File: src/rtl/imm_encoder_if.sv
// Request/response bus of the immediate encoder: one request channel, one
// encoded-word channel, plus the error counter observed by the consumer.
interface imm_encoder_if;
    logic        in_valid;
    logic        in_ready;
    logic [2:0]  imm_op;
    logic [31:0] imm;
    logic [31:0] base;
    logic        out_valid;
    logic        out_ready;
    logic [31:0] instruction;
    logic        imm_err;
    logic [7:0]  err_count;

    modport slave (
        input  in_valid, imm_op, imm, base, out_ready,
        output in_ready, out_valid, instruction, imm_err, err_count
    );

    modport master (
        output in_valid, imm_op, imm, base, out_ready,
        input  in_ready, out_valid, instruction, imm_err, err_count
    );
endinterface

File: src/rtl/imm_encoder.sv
// Packs a signed immediate into the immediate field of an RV32 instruction
// word, flags unrepresentable values, and buffers results in a 2-entry skid.
module imm_encoder (
    input logic         clk,
    input logic         rst_n,
    imm_encoder_if.slave bus
);

    typedef enum logic [2:0] {
        FMT_I = 3'b001,
        FMT_S = 3'b010,
        FMT_B = 3'b011,
        FMT_U = 3'b100,
        FMT_J = 3'b101
    } imm_fmt_e;

    logic [31:0] enc_instr;
    logic        enc_err;

    logic        out_valid_q;
    logic [31:0] out_instr_q;
    logic        out_err_q;
    logic        skid_valid_q;
    logic [31:0] skid_instr_q;
    logic        skid_err_q;
    logic [7:0]  err_cnt_q;

    logic accept;
    logic drain;
    logic out_free;

    // A value fits in N signed bits when all bits from N-1 upward agree.
    always_comb begin
        enc_instr = bus.base;
        enc_err   = 1'b1;
        case (bus.imm_op)
            FMT_I: begin
                enc_instr[31:20] = bus.imm[11:0];
                enc_err          = ~((&bus.imm[31:11]) | ~(|bus.imm[31:11]));
            end
            FMT_S: begin
                enc_instr[31:25] = bus.imm[11:5];
                enc_instr[11:7]  = bus.imm[4:0];
                enc_err          = ~((&bus.imm[31:11]) | ~(|bus.imm[31:11]));
            end
            FMT_B: begin
                enc_instr[31]    = bus.imm[12];
                enc_instr[30:25] = bus.imm[10:5];
                enc_instr[11:8]  = bus.imm[4:1];
                enc_instr[7]     = bus.imm[11];
                enc_err          = bus.imm[0] | ~((&bus.imm[31:12]) | ~(|bus.imm[31:12]));
            end
            FMT_U: begin
                enc_instr[31:12] = bus.imm[31:12];
                enc_err          = |bus.imm[11:0];
            end
            FMT_J: begin
                enc_instr[31]    = bus.imm[20];
                enc_instr[30:21] = bus.imm[10:1];
                enc_instr[20]    = bus.imm[11];
                enc_instr[19:12] = bus.imm[19:12];
                enc_err          = bus.imm[0] | ~((&bus.imm[31:20]) | ~(|bus.imm[31:20]));
            end
            default: begin
                enc_instr = bus.base;
                enc_err   = 1'b1;
            end
        endcase
    end

    assign accept   = bus.in_valid & ~skid_valid_q;
    assign drain    = out_valid_q & bus.out_ready;
    assign out_free = ~out_valid_q | bus.out_ready;

    always_ff @(posedge clk or negedge rst_n) begin
        if (!rst_n) begin
            out_valid_q  <= 1'b0;
            out_instr_q  <= '0;
            out_err_q    <= 1'b0;
            skid_valid_q <= 1'b0;
            skid_instr_q <= '0;
            skid_err_q   <= 1'b0;
            err_cnt_q    <= '0;
        end else begin
            if (out_free) begin
                if (skid_valid_q) begin
                    out_valid_q  <= 1'b1;
                    out_instr_q  <= skid_instr_q;
                    out_err_q    <= skid_err_q;
                    skid_valid_q <= accept;
                    if (accept) begin
                        skid_instr_q <= enc_instr;
                        skid_err_q   <= enc_err;
                    end
                end else begin
                    out_valid_q <= accept;
                    if (accept) begin
                        out_instr_q <= enc_instr;
                        out_err_q   <= enc_err;
                    end
                end
            end else if (accept) begin
                // Output is held, so the new word parks in the skid entry.
                skid_valid_q <= 1'b1;
                skid_instr_q <= enc_instr;
                skid_err_q   <= enc_err;
            end

            if (drain && out_err_q && (err_cnt_q != 8'hFF))
                err_cnt_q <= err_cnt_q + 8'd1;
        end
    end

    assign bus.in_ready    = ~skid_valid_q;
    assign bus.out_valid   = out_valid_q;
    assign bus.instruction = out_instr_q;
    assign bus.imm_err     = out_err_q;
    assign bus.err_count   = err_cnt_q;

endmodule

File: src/flat_wrapper.sv
// flat-port wrapper written by rule: the top's interface ports become plain ports
module imm_encoder_flat 
  (clk, rst_n, bus_in_valid, bus_imm_op, bus_imm, bus_base, bus_out_ready, bus_in_ready, bus_out_valid, bus_instruction, bus_imm_err, bus_err_count);
  imm_encoder_if bus_i ();
  input logic clk;
  input logic rst_n;
  input wire logic [$bits(bus_i.in_valid)-1:0] bus_in_valid;
  input wire logic [$bits(bus_i.imm_op)-1:0] bus_imm_op;
  input wire logic [$bits(bus_i.imm)-1:0] bus_imm;
  input wire logic [$bits(bus_i.base)-1:0] bus_base;
  input wire logic [$bits(bus_i.out_ready)-1:0] bus_out_ready;
  output wire logic [$bits(bus_i.in_ready)-1:0] bus_in_ready;
  output wire logic [$bits(bus_i.out_valid)-1:0] bus_out_valid;
  output wire logic [$bits(bus_i.instruction)-1:0] bus_instruction;
  output wire logic [$bits(bus_i.imm_err)-1:0] bus_imm_err;
  output wire logic [$bits(bus_i.err_count)-1:0] bus_err_count;
  assign bus_i.in_valid = bus_in_valid;
  assign bus_i.imm_op = bus_imm_op;
  assign bus_i.imm = bus_imm;
  assign bus_i.base = bus_base;
  assign bus_i.out_ready = bus_out_ready;
  assign bus_in_ready = bus_i.in_ready;
  assign bus_out_valid = bus_i.out_valid;
  assign bus_instruction = bus_i.instruction;
  assign bus_imm_err = bus_i.imm_err;
  assign bus_err_count = bus_i.err_count;
  imm_encoder u_core (.clk(clk), .rst_n(rst_n), .bus(bus_i));
endmodule
File: config.mk
export PLATFORM = sky130hd
export DESIGN_NAME = imm_encoder_flat
export DESIGN_NICKNAME = d
export VERILOG_FILES = /design/src/rtl/imm_encoder_if.sv /design/src/rtl/imm_encoder.sv /design/src/flat_wrapper.sv
export SDC_FILE = /design/constraint.sdc
export NUM_CORES = 1
export LEC_CHECK = 0
export ABC_AREA = 1
export BUFFER_PORTS_ARGS = -buffer_cell sky130_fd_sc_hd__buf_4
export CAP_MARGIN = 20
export CELL_PAD_IN_SITES_DETAIL_PLACEMENT = 1
export CELL_PAD_IN_SITES_GLOBAL_PLACEMENT = 1
export CORE_MARGIN = 2
export CORE_UTILIZATION = 37
export CTS_CLUSTER_DIAMETER = 100
export DETAILED_ROUTE_END_ITERATION = 10
export PLACE_DENSITY_LB_ADDON = 0.1
export SKIP_LAST_GASP = 1
export SLEW_MARGIN = 20
export SYNTH_ARGS = -nofsm -noshare
export SYNTH_HDL_FRONTEND = slang
export SYNTH_SLANG_ARGS = --single-unit
File: constraint.sdc
create_clock -name clk -period 1.9 [get_ports clk]
set_clock_uncertainty 0.05 [all_clocks]
set_input_delay 0.095 -clock clk [delete_from_list [all_inputs] [get_ports clk]]
set_output_delay 0.095 -clock clk [all_outputs]
set_load 0.01 [all_outputs]
==> results.md, run 1 <==
- Layout Nets: 732
- Clock-pin transition on the worst setup and hold timing paths: 80 ps
- VDD IR max: 0.500 mV
- Post-CTS sizing: 0
- Power Internal: 3.43 mW
- RSZ-0062 raised after global routing: no
- Pin count of the biggest net entering global routing: 46
- HP Class: in2reg
- Clk_lat worst skew: 350 ps
- Relative slew slack: 59.8%
- Detailed-route via count: 4030
- Core ar.: 10700 µm²
- Cells after synthesis: 535
- Root buffer cell: clkbuf_8
- Routed WL per cell: 15.7 µm
- Global-route wire length before repair: 20900 µm
- Total congestion overflow: 0
- IO Pins: 114
- Vias/cell: 5.01
- Synthesized Nets: 607
- Pwr per Cell Area: 937 nW/µm²
- DRT iter0 DRCs: 200
- CTS tree: yes
- Leakage Power: 2.74 nW
- Post-DRT Antenna Nets: 0
- CP Data Arrival Time: 1860 ps
- Fmax: 600 MHz
- Yosys warning total: 0
- Reg2Reg Launch Point: u_core.bus.err_count[0]
- Compound-Gate Fraction of Synth Area: 13.8%
- Slowest CP cell: dfrtp_1
- Reg power frac: 44.2%
- Predominant post-synthesis flop cell: dfrtp_1
- Clk sinks: 76
- CP max stage delay: 430 ps
- Design Power: 5.06 mW
- Post-synth EDFFs: 0
- Number of global-route vias before repair: 4244
- Die H: 108 µm
- Worst Setup SP: u_core.bus.err_count[0]
- Max-slew violation count: 0
- Die Width: 108 µm
- Die Area: 11700 µm²
- Layout area overhead: 34.3%
- Max H-tree Level: 3
- Crit start category: register
- Largest family of logic cells by synthesized area: simple AND/OR/NAND/NOR gates
- CTS max path bufs: 2
- Final Hold Viols: 0
- CP Capture Type: register
- Fraction of registers with async set or reset after synthesis: 100%
- Simple-gate share of the synthesized area: 29.9%
- Worst path required time: 2090 ps
- Max FO, Critical Path: 9
- Post-route DRC violation count: 0
- Cts bufs inserted: 9
- CP Cell Sequence: ha_1 -> inv_1 -> nor4_2 -> nand3_1 -> nand2_2 -> inv_2 -> nand2_1 -> o21ai_1
- Ant diodes: 0
- Seq/Total Area, Yosys: 47.3%
- Netlist Area Pre-Place: 4020 µm²
- Setup TNS: 0 ps
- Mux contribution to synthesized area: 1.24%
- Outcome: finished, final reports clean
- Critical path class: reg2reg
- Effective utilization at floorplan: 37.6%
- Unique cell type count in the Yosys netlist: 37
- Hold_sp: bus_base[14]
- RePlAce Congestion: 0.878
- Clock share of power: 27.0%
- Synth Area in XOR/XNOR: 1.31%
- Max-cap violation count: 0
- Final WL: 12600 µm
- Initial antenna violation count: 0
- First drt pass iteration count: 4
- Post-DP HPWL: 9510 µm
- Post-Synth Adder-Cell Area: 0.311%
- Site row count: 38
- Final period utilization: 87.8%
- Sw power: 1.63 mW
- Fraction of layout cells with a size suffix above 1: 24.5%
- Worst-Margin Slew: 603 ps
- Post-layout min period: 1670 ps
- IO buf count: 113
- #FFs+latches synth: 76
- # setup viols final: 0
- Comb pwr share: 28.8%
- Total GRT Usage: 23.0%
- Syn_area_per_cell: 7.52 µm²
- Sw Ratio: 32.2%
## cells in the mapped netlist (2+ instances only)
library cell,count,area (µm²)
nand2_1,196,736
dfrtp_1,76,1900
nor2_1,60,225
a21oi_1,37,185
inv_1,33,124
o21ai_0,25,125
nand3_1,16,80.1
clkbuf_1,11,41.3
o21ai_1,10,50.1
a31oi_1,9,56.3
buf_2,8,40.0
inv_2,5,18.8
mux2i_1,5,50.1
o21a_1,5,37.5
xor2_1,4,35.0
nand2_2,3,18.8
nor2_2,3,18.8
o211ai_1,3,22.5
o211ai_2,3,37.5
nand2_4,2,22.5
nand4_1,2,12.5
o21ai_2,2,17.5
o221ai_1,2,17.5
xnor2_1,2,17.5
## logic make-up after synthesis
kind of cell    Yosys count
compound gates           97
xor+xnor                  6
fa+ha+maj                 1
buf+inv                  60
flops                    76
mux                       5
simple gates            290
## worst max-delay path, delay by kind of cell (launching register included)
| kind | cells | cell delay [ps] |
|---|---|---|
| compound gates | 1 | 70 |
| flops | 1 | 430 |
| buf+inv | 2 | 170 |
| simple gates | 4 | 690 |
| fa+ha+maj | 1 | 170 |
## cell type report
type                       count  area [µm²]
sequential                    76        1900
inverter                      39         149
fill                        1397        5300
multi-input combinational    399        1880
tap                          140         175
clock inverter                 4        72.6
clock buffer                  12         145
timing repair buffer         135        1080
## sequential cells by signal (all words and copies together) (netlist names)
register                count
u_core.bus.instruction     32
u_core.skid_instr_q        32
u_core.bus.err_count        8
u_core.bus.imm_err          1
u_core.bus.out_valid        1
u_core.skid_err_q           1
u_core.skid_valid_q         1
## worst paths after layout
| kind | endpoint | slack, ps | cells after the start |
|---|---|---|---|
| max in group asynchronous | u_core.skid_instr_q[8] | 930 | 3 |
| min in group asynchronous | u_core.bus.instruction[15] | 240 | 2 |
| max | u_core.bus.err_count[4] | 230 | 8 |
| min | u_core.skid_instr_q[14] | 10 | 3 |
| min reg2reg | u_core.skid_instr_q[6] | 430 | 2 |
| max reg2reg | u_core.bus.err_count[4] | 230 | 8 |
## stage by stage
stage	util (%)	setup slack, ps	instance area, µm²	std cells	hold WS (ps)
2_1_floorplan	-	355	4020	535	-251
3_3_place_gp	47.5	301	5080	779	95.1
3_5_place_dp	47.5	209	5080	779	91.0
4_1_cts	50.5	232	5400	805	7.03
5_1_grt	50.5	62.6	5400	805	29.5
6_report	50.5	232	5400	805	14.8
## cell usage in the layout (no fill, tap or decap), drive strengths merged, types with 2 or more instances in the layout
master / n
xor2: 4
a21oi: 37
nand4: 2
inv: 39
nand3: 17
bufinv: 2
o211ai: 6
nor4: 2
nand2: 201
o21ai: 37
dlygate4sd3: 10
clkbuf: 12
o21a: 5
xnor2: 2
nor2: 65
o221ai: 2
buf: 125
mux2i: 5
dfrtp: 76
a31oi: 9
## layer usage
layer | up-vias | global-route usage [%] | part of all wire [%]
met3 | 21 | 4.04 | 3.3
met4 | 0 | 7.14 | 2.3
li1 | 1959 | - | -
met1 | 1972 | 28.4 | 43
met2 | 78 | 40.8 | 52
met5 | - | 0 | 0
## repair_timing
item | 4_1_cts | 5_1_grt
setup buffers | 0 | 0
endpoints found under the hold margin | 61 | 0
hold buffers | 10 | 0
## power by group through the flow
| stage | logic [mW] | clock network [mW] | registers (mW) |
|---|---|---|---|
| final | 1.46 | 1.37 | 2.24 |
| after global routing | 1.65 | 1.47 | 2.28 |
| after CTS | 1.48 | 1.41 | 2.24 |
| after detailed placement | 1.46 | 0 | 2.26 |
| after global placement | 1.41 | 0 | 2.25 |
| after floorplan | 0.652 | 0 | 2.30 |
Power figures use the tool's default switching activity.
==> inputs of run 2 (changes only) <==
--- a/config.mk
+++ b/config.mk
@@ -11,10 +11,12 @@
 export CELL_PAD_IN_SITES_DETAIL_PLACEMENT = 1
 export CELL_PAD_IN_SITES_GLOBAL_PLACEMENT = 1
 export CORE_MARGIN = 2
-export CORE_UTILIZATION = 37
+export CORE_UTILIZATION = 38
+export CTS_BUF_LIST = sky130_fd_sc_hd__clkbuf_8
 export CTS_CLUSTER_DIAMETER = 100
 export DETAILED_ROUTE_END_ITERATION = 10
 export PLACE_DENSITY_LB_ADDON = 0.1
+export REMOVE_ABC_BUFFERS = 1
 export SKIP_LAST_GASP = 1
 export SLEW_MARGIN = 20
 export SYNTH_ARGS = -nofsm -noshare
==> constraint.sdc (replaced) <==
create_clock -name clk -period 1.8 [get_ports clk]
set_clock_uncertainty 0.05 [all_clocks]
set_input_delay 0.09 -clock clk [delete_from_list [all_inputs] [get_ports clk]]
set_output_delay 0.09 -clock clk [all_outputs]
set_load 0.01 [all_outputs]
==> run 2 against run 1 <==
The flow now finishes with violations (hold timing). Combinational power increased by 6%. Register-to-register slack worse by 80 ps. Global-route usage is 0.21 points higher. Via count is 1.5% lower. Clock power decreased by 14%. Clock-buffer cell count down 3. Design area shrank 0.23%. First-iteration DRC count fell by 14%. Sequential share of layout area increased by 0.13 points. Utilization grew 1.9 points. Cell count shrank 0.12%. Total power up 0.55%. Critical endpoint is now bus_in_ready. Highest routed layer unchanged.
==> results.md, run 2 (synthesis results as in run 1) <==
- Outcome: finished with violations
- Failing checks: hold timing
- Layout Nets: 735
- Layout area overhead: 34.0%
- Most frequent cells in the layout: nand2_1 (196), buf_4 (121), dfrtp_1 (74)
- CP Capture Type: output port
- Die H: 107 µm
- Die Width: 107 µm
- Global-route wire length before repair: 20800 µm
- Vias/cell: 4.94
- Max-slew violation count: 0
- Fin area: 5390 µm²
- CP Data Arrival Time: 1550 ps
- Max H-tree Level: 3
- Pin count of the biggest net entering global routing: 47
- Final period utilization: 93.8%
- Post-DRT Antenna Nets: 0
- Detailed-route via count: 3970
- VDD IR max: 0.477 mV
- # setup viols final: 0
- Clk_lat worst skew: 370 ps
- Routed WL per cell: 15.5 µm
- Commonest non-fill, non-tap cell in the layout: nand2_1
- Post-DP HPWL: 9100 µm
- First drt pass iteration count: 4
- Reg2Reg Launch Point: u_core.bus.err_count[1]
- Core ar.: 10300 µm²
- Critical path class: reg2out
- CTS tree: yes
- Worst path required time: 1660 ps
- CTS max path bufs: 2
- Clk sinks: 76
- Setup TNS: 0 ps
- Worst-Margin Slew: 507 ps
- Comb pwr share: 30.5%
- FF-to-FF path depth: 8
- Power Internal: 3.30 mW
- Total congestion overflow: 0
- Cells after DPL: 774
- Clock-pin transition on the worst setup and hold timing paths: 90 ps
- Place WS: 108 ps
- Leakage Power: 2.74 nW
- DRT iter0 DRCs: 172
- Initial antenna violation count: 0
- CP endpoint: bus_in_ready
- Post-layout min period: 1690 ps
- Fmax: 592 MHz
- Sw Ratio: 35.1%
- Effective utilization at floorplan: 39.1%
- IO buf count: 113
- Site row count: 37
- Non-filler cells, final: 804
- Reg2reg setup slack: 150 ps
- Total GRT Usage: 23.2%
- IO Pins: 114
- DP Area: 5070 µm²
- Crit start category: register
- Final WL: 12500 µm
- Pwr per Cell Area: 945 nW/µm²
- RePlAce Congestion: 0.852
- Hold_sp: bus_base[13]
- Worst Slack Setup Final: 111 ps
- RR Endpoint: u_core.bus.err_count[6]
- Worst Setup SP: u_core.skid_valid_q
- Sw power: 1.79 mW
- HP Class: in2reg
- Clock share of power: 23.3%
- Hold slack: -0.916 ps
- Final Hold Viols: 1
- Cts bufs inserted: 9
- Root buffer cell: clkbuf_8
- Relative slew slack: 66.2%
- Reg power frac: 46.2%
- Post-route DRC violation count: 0
- Fraction of layout cells with a size suffix above 1: 24.7%
- Ant diodes: 0
- Max FO, Critical Path: 24
- Max-cap violation count: 0
- Number of global-route vias before repair: 4261
- Die Area: 11400 µm²
run 2: cell types whose count changed in the layout (fill, tap and decap cells not counted), sizes merged:
cell,previous run,this run
buf,125,124
bufinv,2,0
clkbuf,12,9
clkinv,1,3
clkinvlp,1,2
dlygate4sd3,10,14
inv,39,41
run 2: timing repair:
action,4_1_cts,5_1_grt
hold endpoints to repair,50,0
endpoints found under the setup margin,0,7
hold buffers,14,0
buffers inserted,0,0
resized for setup,0,3
run 2: metal layers:
metal | vias up | GRT usage (%) | part of all wire [%]
li1 | 1966 | - | -
met5 | - | 0 | 0
met4 | 0 | 6.96 | 1.5
met3 | 15 | 4.74 | 4.6
met2 | 95 | 39.2 | 48
met1 | 1894 | 30.1 | 46
run 2: cell type report:
class                      instances  area (µm²)
sequential                        76        1900
multi-input combinational        399        1890
timing repair buffer             138        1110
clock buffer                       9         124
clock inverter                     7        42.5
inverter                          39         149
tap                              136         170
fill                            1335        4890
run 2: how the worst min path moves through the flow:
stage / end / slack (ps) / cells after the start
after floorplan: u_core.bus.err_count[0] / -260 / 0
after global placement: u_core.bus.instruction[13] / 4 / 1
after detailed placement: u_core.bus.instruction[13] / 10 / 1
after CTS: u_core.skid_instr_q[13] / 0.6 / 3
after global routing: u_core.skid_instr_q[12] / 20 / 3
final: u_core.skid_instr_q[13] / -0.9 / 3
run 2: critical path, stage by stage (launching register included):
cell and delay [ps]:
dfrtp_1 390, buf_4 190, inv_1 230, buf_12 220, buf_4 140
run 2: stage by stage:
step                      power, mW  hold WS [ps]  utilization, %
after global placement         3.84          4.02            49.3
after detailed placement       3.91          11.3            49.3
final                          5.09        -0.916            52.4
after CTS                      5.12         0.598            52.3
after floorplan                3.09          -256               -
after global routing           5.43          19.7            52.4
run 2: power groups by stage:
stage / Sequential (mW) / Combinational, mW / Clock (mW)
after floorplan: 2.44 / 0.651 / 0
after global placement: 2.36 / 1.48 / 0
after detailed placement: 2.39 / 1.52 / 0
after CTS: 2.35 / 1.56 / 1.20
after global routing: 2.41 / 1.75 / 1.27
final: 2.35 / 1.55 / 1.18
==> inputs of run 3 (changes only) <==
--- a/config.mk
+++ b/config.mk
@@ -13,9 +13,8 @@
 export CORE_MARGIN = 2
 export CORE_UTILIZATION = 38
 export CTS_BUF_LIST = sky130_fd_sc_hd__clkbuf_8
-export CTS_CLUSTER_DIAMETER = 100
 export DETAILED_ROUTE_END_ITERATION = 10
-export PLACE_DENSITY_LB_ADDON = 0.1
+export PLACE_DENSITY = 0.81
 export REMOVE_ABC_BUFFERS = 1
 export SKIP_LAST_GASP = 1
 export SLEW_MARGIN = 20
==> run 3 against run 2 <==
The run now ends clean. Cell count is 0.37% lower. Critical path depth unchanged. Wire length grew 5.0%. Sequential power is essentially flat. Global-route usage grew 1.2 points. Sequential cell count stayed put. Utilization unchanged. Design area did not move. Total power up 2.9%. Clock-buffer cell count grew 1. Non-clock buffer count fell by 3. Critical path type unchanged. Largest power group unchanged.
==> results.md, run 3 (synthesis results as in run 1) <==
- Outcome: finished, final reports clean
- Root buffer cell: clkbuf_8
- VDD IR max: 0.378 mV
- Vias/cell: 5.09
- Final WL: 13100 µm
- Die Width: 107 µm
- Layout area overhead: 34.0%
- DP Area: 5050 µm²
- Effective utilization at floorplan: 39.1%
- Routed WL per cell: 16.4 µm
- Design Power: 5.24 mW
- Leakage Power: 2.75 nW
- Setup TNS: 0 ps
- Max H-tree Level: 3
- Global-route wire length before repair: 21600 µm
- Slowest CP cell: dfrtp_1
- Post-DRT Antenna Nets: 0
- Critical path buffer and inverter count: 4
- HP Class: in2reg
- Max-cap violation count: 0
- Max-slew violation count: 0
- Clock-pin transition on the worst setup and hold timing paths: 80 ps
- Core ar.: 10300 µm²
- RePlAce Congestion: 0.883
- IO Pins: 114
- CP Data Arrival Time: 1590 ps
- Clk sinks: 76
- CTS tree: yes
- # setup viols final: 0
- Finished Core Util: 52.4%
- Post-layout min period: 1730 ps
- Worst path required time: 1660 ps
- Number of global-route vias before repair: 4415
- Pwr per Cell Area: 972 nW/µm²
- Worst-Margin Slew: 430 ps
- Detailed-route via count: 4079
- Die Area: 11400 µm²
- Fmax: 576 MHz
- DRT iter0 DRCs: 150
- Post-DP HPWL: 9680 µm
- Layout Nets: 732
- Die H: 107 µm
- Ant diodes: 0
- Post-route DRC violation count: 0
- CP max stage delay: 390 ps
- Post-CTS setup buffer count: 0
- Cts bufs inserted: 9
- Clk_lat worst skew: 360 ps
- Crit start category: register
- Total GRT Usage: 24.4%
- Commonest non-fill, non-tap cell in the layout: nand2_1
- Final Hold Viols: 0
- First drt pass iteration count: 4
- Initial antenna violation count: 0
- IO buf count: 113
- Site row count: 37
- Fraction of layout cells with a size suffix above 1: 24.1%
- CP top delay family: buffers and inverters
- Fin area: 5390 µm²
- CP Cell Sequence: buf_4 -> inv_1 -> buf_12 -> buf_4
- Relative slew slack: 71.3%
- Most frequent cells in the layout: nand2_1 (196), buf_4 (119), dfrtp_1 (76)
- Critical path's most frequent cell: buf_4
- Total congestion overflow: 0
- CTS max path bufs: 2
- Max FO, Critical Path: 24
- CP Capture Type: output port
- Critical path class: reg2out
- Final period utilization: 96.4%
- Pin count of the biggest net entering global routing: 56
-- run 3: changes by cell type in the layout (fill, tap and decap cells not counted), sizes merged --
cell and change:
dlygate4sd3 -1, clkinvlp -2, clkbuf +1, bufinv +1, buf -2
-- run 3: layout make-up --
class                   count  area (µm²)
fillers                  1306        4890
flip-flops and latches     76        1900
clock inverters             6        56.3
clock buffers              10         138
well taps                 136         170
repair buffers            135        1080
inverters                  39         149
multi-input cells         399        1890
-- run 3: timing repair --
item / CTS / global route
gates resized for setup: 0 / 1
hold buffers: 13 / 0
hold endpoints to repair: 95 / 0
setup endpoints to repair: 0 / 3
-- run 3: path summary, 6_finish.rpt --
check	start	to	slack (ps)	cells after the start
setup / recovery	u_core.skid_valid_q	bus_in_ready	70	4
setup reg to reg	u_core.bus.err_count[1]	u_core.bus.err_count[5]	150	8
max in group asynchronous	rst_n	u_core.skid_instr_q[6]	970	3
hold / removal	bus_base[28]	u_core.skid_instr_q[28]	9	5
hold reg to reg	u_core.skid_instr_q[11]	u_core.skid_instr_q[11]	430	2
min in group asynchronous	rst_n	u_core.bus.instruction[14]	130	2
-- run 3: tightest hold or removal path: stages --
cell     delay (ps)
buf_4            80
nand2_1          40
nand3_1          80
nand2_1          50
nand2_1          50
-- run 3: through the flow --
step | instances | hold WS (ps) | setup WS [ps]
finish | 801 | 9.27 | 65.4
global route | 801 | 41.2 | -3.49
CTS | 801 | 10.4 | 55.2
detailed placement | 772 | -35.9 | 94.3
global placement | 772 | -38.4 | 226
floorplan | 514 | -256 | -991
-- run 3: routing by layer --
metal / part of all wire [%] / track usage, % / up-vias
li1: - / - / 1964
met2: 49 / 41.3 / 111
met4: 1.5 / 8.53 / 0
met1: 46 / 31.9 / 1988
met5: 0 / 0 / -
met3: 4.2 / 3.53 / 16
-- run 3: report_power, final --
group	internal (mW)	switching (mW)	total, mW	leakage (nW)
logic	0.714	0.850	1.56	1.73
registers	2.09	0.269	2.36	0.917
clock network	0.667	0.648	1.31	0.109
